### config.mk
export PLATFORM = sky130hd
export DESIGN_NAME = hazard_ctrl
export DESIGN_NICKNAME = d
export VERILOG_FILES = /design/src/rtl/hazard_ctrl.sv
export SDC_FILE = /design/constraint.sdc
export NUM_CORES = 1
export LEC_CHECK = 0
export BUFFER_PORTS_ARGS = -buffer_cell sky130_fd_sc_hd__buf_2
export CORE_AREA = 2 2 51 101
export CTS_CLUSTER_DIAMETER = 100
export CTS_CLUSTER_SIZE = 40
export DETAILED_ROUTE_END_ITERATION = 7
export DIE_AREA = 0 0 53 103
export PLACE_DENSITY = 0.72
export SLEW_MARGIN = 20
export SYNTH_ARGS = -nofsm -noshare
export SYNTH_HDL_FRONTEND = slang
export SYNTH_SLANG_ARGS = --single-unit
### constraint.sdc
create_clock -name CLOCK -period 3.5 [get_ports CLOCK]
set_input_delay 0.35 -clock CLOCK [delete_from_list [all_inputs] [get_ports CLOCK]]
set_output_delay 0.35 -clock CLOCK [all_outputs]
set_load 0.03 [all_outputs]
### src/rtl/hazard_ctrl.sv
// rtl/hazard_ctrl.sv - pipeline hazard controller: load-use stall, redirect flush, memory-wait freeze
// Mealy control outputs with a RUN/MEM_WAIT/ERROR state register and saturating counters.
module hazard_ctrl #(
  parameter int CNT_W       = 16,
  parameter int MEM_TIMEOUT = 255
) (
  input  logic             CLOCK,
  input  logic             RESET,
  input  logic [4:0]       rs_D,
  input  logic [4:0]       rt_D,
  input  logic             uses_rt_D,
  input  logic             RegWrite_E,
  input  logic             MemtoReg_E,
  input  logic [4:0]       regD_E,
  input  logic             Branch_D,
  input  logic             taken_D,
  input  logic             Jump_D,
  input  logic             mem_req_M,
  input  logic             mem_ready_M,
  output logic             Stall_F,
  output logic             Stall_D,
  output logic             Flush_D,
  output logic             Bubble_E,
  output logic             Freeze,
  output logic             err,
  output logic [CNT_W-1:0] stall_cnt,
  output logic [CNT_W-1:0] flush_cnt
);

  localparam int WAIT_W = (MEM_TIMEOUT < 1) ? 1 : $clog2(MEM_TIMEOUT + 1);
  localparam logic [WAIT_W-1:0] WAIT_MAX = WAIT_W'(MEM_TIMEOUT);
  localparam logic [CNT_W-1:0]  CNT_MAX  = '1;

  typedef enum logic [1:0] {
    S_RUN      = 2'd0,
    S_MEM_WAIT = 2'd1,
    S_ERROR    = 2'd2
  } state_t;

  state_t            state_q, state_d;
  logic [WAIT_W-1:0] wait_q, wait_d;
  logic [CNT_W-1:0]  stall_cnt_q, stall_cnt_d;
  logic [CNT_W-1:0]  flush_cnt_q, flush_cnt_d;
  logic              err_q, err_d;

  logic hz_lu, mem_stall, redirect;
  logic run_freeze, run_stall, run_bubble, run_flush;
  logic stall_f_c, stall_d_c, flush_c, bubble_c, freeze_c;

  assign hz_lu = MemtoReg_E & RegWrite_E & (regD_E != 5'd0) &
                 ((regD_E == rs_D) | (uses_rt_D & (regD_E == rt_D)));
  assign mem_stall = mem_req_M & ~mem_ready_M;
  assign redirect  = (Branch_D & taken_D) | Jump_D;

  // Priority: memory stall over load-use over redirect; a suppressed redirect simply reappears later.
  assign run_freeze = mem_stall;
  assign run_stall  = mem_stall | hz_lu;
  assign run_bubble = ~mem_stall & hz_lu;
  assign run_flush  = ~mem_stall & ~hz_lu & redirect;

  always_comb begin
    state_d   = state_q;
    wait_d    = wait_q;
    stall_f_c = 1'b0;
    stall_d_c = 1'b0;
    flush_c   = 1'b0;
    bubble_c  = 1'b0;
    freeze_c  = 1'b0;
    case (state_q)
      S_RUN: begin
        freeze_c  = run_freeze;
        stall_f_c = run_stall;
        stall_d_c = run_stall;
        bubble_c  = run_bubble;
        flush_c   = run_flush;
        if (mem_stall) begin
          state_d = S_MEM_WAIT;
          wait_d  = '0;
        end
      end
      S_MEM_WAIT: begin
        if (mem_ready_M) begin
          // The access completes now: release in the same cycle and let RUN rules decide.
          freeze_c  = run_freeze;
          stall_f_c = run_stall;
          stall_d_c = run_stall;
          bubble_c  = run_bubble;
          flush_c   = run_flush;
          state_d   = S_RUN;
          wait_d    = '0;
        end else begin
          freeze_c  = 1'b1;
          stall_f_c = 1'b1;
          stall_d_c = 1'b1;
          if (wait_q == WAIT_MAX) begin
            state_d = S_ERROR;
          end else begin
            wait_d = wait_q + WAIT_W'(1);
          end
        end
      end
      S_ERROR: begin
        freeze_c  = 1'b1;
        stall_f_c = 1'b1;
        stall_d_c = 1'b1;
      end
      default: begin
        state_d = S_RUN;
        wait_d  = '0;
      end
    endcase
    if (RESET) begin
      stall_f_c = 1'b0;
      stall_d_c = 1'b0;
      flush_c   = 1'b0;
      bubble_c  = 1'b0;
      freeze_c  = 1'b0;
    end
  end

  always_comb begin
    stall_cnt_d = stall_cnt_q;
    flush_cnt_d = flush_cnt_q;
    if (stall_d_c && (stall_cnt_q != CNT_MAX)) stall_cnt_d = stall_cnt_q + CNT_W'(1);
    if (flush_c && (flush_cnt_q != CNT_MAX)) flush_cnt_d = flush_cnt_q + CNT_W'(1);
    err_d = err_q | (state_d == S_ERROR);
  end

  always_ff @(posedge CLOCK or posedge RESET) begin
    if (RESET) begin
      state_q     <= S_RUN;
      wait_q      <= '0;
      stall_cnt_q <= '0;
      flush_cnt_q <= '0;
      err_q       <= 1'b0;
    end else begin
      state_q     <= state_d;
      wait_q      <= wait_d;
      stall_cnt_q <= stall_cnt_d;
      flush_cnt_q <= flush_cnt_d;
      err_q       <= err_d;
    end
  end

  assign Stall_F   = stall_f_c;
  assign Stall_D   = stall_d_c;
  assign Flush_D   = flush_c;
  assign Bubble_E  = bubble_c;
  assign Freeze    = freeze_c;
  assign err       = err_q;
  assign stall_cnt = stall_cnt_q;
  assign flush_cnt = flush_cnt_q;

endmodule

==> flow_summary.json <==
{
  "final.period_utilization_pct": 74.9,
  "dr.first_iter.drc_count": 64,
  "synth-compound-area-share_pct": 9.06,
  "root_buffer": "sky130_fd_sc_hd__clkbuf_8",
  "fp.coreArea_um2": 4730,
  "portion_of_netlist_area_occupied_by_mux_cells_pct": 1.65,
  "critical_path_required_ns": 3.15,
  "cts_buffers": 5,
  "ioPinCount": 63,
  "timing.critical_path.from": "regD_E[0]",
  "cp_max_fo": 11,
  "setup_viol": 0,
  "clock_latency_ns": 0.30,
  "cts_setup_buffers": 0,
  "synth_commonest_cells": "sky130_fd_sc_hd__dfrtp_1 (43), sky130_fd_sc_hd__xnor2_1 (28), sky130_fd_sc_hd__nand2_1 (21)",
  "ff2ff_setup_slack_ns": 1.21,
  "synth_top_flop_cell": "sky130_fd_sc_hd__dfrtp_1",
  "post_detailed_routing_wire_length_mm": 5.08,
  "critical_path.reg2reg.endpoint": "stall_cnt[12]",
  "floorplan.initialDensity_pct": 48.2,
  "synth_largest_type_area_fraction_pct": 47.2,
  "clock.fmax_ghz": 0.381,
  "cap_viol_max_count": 0,
  "synth_top_cells_by_area": "sky130_fd_sc_hd__dfrtp_1 (47%), sky130_fd_sc_hd__xnor2_1 (11%), sky130_fd_sc_hd__xor2_1 (4.2%)",
  "asyncSetResetFlopFracSynth_pct": 100,
  "yosys.cell_count.top_type": "sky130_fd_sc_hd__dfrtp_1",
  "postRouteAntennaNets": 0,
  "synth_top_family_by_area": "simple AND/OR/NAND/NOR gates",
  "syn_avg_cell_area_um2": 10.1,
  "synth.net_count": 253,
  "final_core_util_pct": 58.6,
  "cts_hold_repair_buffers": 0,
  "unrepaired_setup_endpoints_after_global_routing": "false",
  "grt_antenna_before_repair": 0,
  "total_power_mw": 1.47,
  "port_buffer_cells": 62,
  "post_cts.resized_instances": 0,
  "yosys_warns": 0,
  "area.sequential_um2": 1080,
  "antennaDiodeCount": 0,
  "timing_worst_setup_path_type": "in -> out",
  "status": "finished, final reports clean",
  "totalNegativeSetupSlack_ns": 0,
  "synth_xor_area_share_pct": 15.0,
  "max_slew.worst_pin.slew_ns": 0.727,
  "synth_simple_gate_area_share_pct": 23.3,
  "ys_types": 41,
  "route.detailed.vias_per_inst": 5.62,
  "vdd_drop_max_mv": 0.438,
  "rr_worst_depth": 5,
  "synth_fa_ha_area_share_pct": 1.65,
  "min_path_type": "in -> reg",
  "die_height_um": 103,
  "design.die.area_um2": 5460,
  "synth-edff-count": 0,
  "grt_usage_pct": 20.1,
  "clockBufferDepth": 2,
  "chipWidth_um": 53,
  "grt_remaining_overflow": 0,
  "ys_ff_latch": 43,
  "remaining_drc_errors": 0,
  "tritoncts": "yes",
  "critPathCaptureType": "primary output",
  "cts.htree.levels": 2,
  "stdcell_count": 351,
  "area_growth_pct": 21.6,
  "crit_arrival_ns": 2.27,
  "layout.filler_cells": 426,
  "fp-row-count": 36,
  "dp_hpwl_mm": 3.72,
  "multi_input_gate_area_um2": 1150,
  "synth_area_leader_cell": "sky130_fd_sc_hd__dfrtp_1",
  "max_slew_margin_pct": 51.1,
  "cts_num_sinks": 43,
  "finalMaxSlewViolations": 0,
  "first_pass_iters": 5,
  "timing.critical_path.to": "Flush_D",
  "hold_violations": 0,
  "wl_per_cell_um": 14.5,
  "number_of_instances_in_the_synthesized_netlist": 225,
  "leakagePower_nw": 1.31,
  "layout_min_cycle_time_ns": 2.62,
  "number_of_global_route_vias_before_repair": 1847,
  "global_route_wire_length_before_repair_mm": 8.33,
  "via_count": 1971,
  "pin_count_of_the_biggest_net_entering_global_routing": 44,
  "proportion_of_layout_cells_with_a_drive_suffix_above_1_pct": 27.9,
  "worst_clock_skew_ns": 0.00496,
  "reg2reg_from": "state_q[0]",
  "post-place-cells": 343,
  "synth_sequential_area_ratio_pct": 47.2,
  "gp_congestion": 0.793,
  "netlist_area_um2": 2280,
  "worst_setup_hold_path_clk_slew_ns": 0.08,
  "setup.worst_path.start_class": "input port",
  "pwr_density_cell_nw_per_um2": 531,
  "worst_hold_startpoint": "mem_ready_M",
  "nets": 321
}
==> logic make-up after synthesis <==
family                   Yosys count
adder cells (fa/ha/maj)            3
multiplexers                       3
flip-flops                        43
AND/OR/NAND/NOR                  100
XOR/XNOR                          39
buffers and inverters             10
AO/OA/AOI/OAI                     27
==> placed cells by master, fill, tap and decap left out, types with 10 or more instances in the layout <==
cell type / netlist / routed
sky130_fd_sc_hd__dfrtp_1: 43 / 43
sky130_fd_sc_hd__nand3_1: 19 / 19
sky130_fd_sc_hd__nor2_1: 10 / 10
sky130_fd_sc_hd__nor3_1: 11 / 11
sky130_fd_sc_hd__nand2_1: 21 / 21
sky130_fd_sc_hd__xnor2_1: 28 / 28
sky130_fd_sc_hd__buf_2: 0 / 62
sky130_fd_sc_hd__xor2_1: 11 / 11
sky130_fd_sc_hd__nand4_1: 11 / 11
==> registers in the layout, indices dropped and copies added (netlist names) <==
name       flops
err            1
wait_q         8
state_q        2
flush_cnt     16
stall_cnt     16
==> where the power goes <==
| part | internal [mW] | switching, mW |
|---|---|---|
| Clock | 0.231 | 0.175 |
| Sequential | 0.565 | 0.0925 |
| Combinational | 0.147 | 0.261 |
==> routing by layer <==
| metal | global-route usage (%) | wire length [um] |
|---|---|---|
| met2 | 32.7 | 2460 |
| met4 | 6.71 | 83 |
| met5 | 0 | 0 |
| met3 | 4.49 | 337 |
| met1 | 26.1 | 2200 |
==> worst min-delay path by stage <==
stage                      end  slack (ns)  cells after the start
finish              state_q[0]        0.24                      2
floorplan           state_q[0]        0.43                      1
global route        state_q[0]        0.24                      2
global placement           err        0.45                      1
detailed placement         err        0.46                      1
CTS                 state_q[0]        0.23                      2
==> final cells by class <==
class	count	area share [%]
Tap cell	57	2.57
Sequential cell	43	38.8
Multi-Input combinational cell	172	41.7
Inverter	7	0.948
Clock inverter	2	1.26
Timing Repair Buffer	64	11.7
Clock buffer	6	2.98
==> stage by stage <==
| step | area, um^2 | setup WS, ns | hold slack (ns) |
|---|---|---|---|
| 6_report | 2770 | 0.877 | 0.237 |
| 5_1_grt | 2770 | 0.767 | 0.244 |
| 4_1_cts | 2770 | 0.887 | 0.232 |
| 3_5_place_dp | 2650 | 0.887 | 0.461 |
| 3_3_place_gp | 2650 | 0.904 | 0.448 |
| 2_1_floorplan | 2280 | 0.649 | 0.434 |
==> critical path, stage by stage <==
cell and delay (ns):
sky130_fd_sc_hd__buf_2 0.12, sky130_fd_sc_hd__or3_1 0.40, sky130_fd_sc_hd__o311a_4 0.35, sky130_fd_sc_hd__a2111oi_4 0.73
sky130_fd_sc_hd__buf_2 0.32
(Power assumes the default switching activity.)
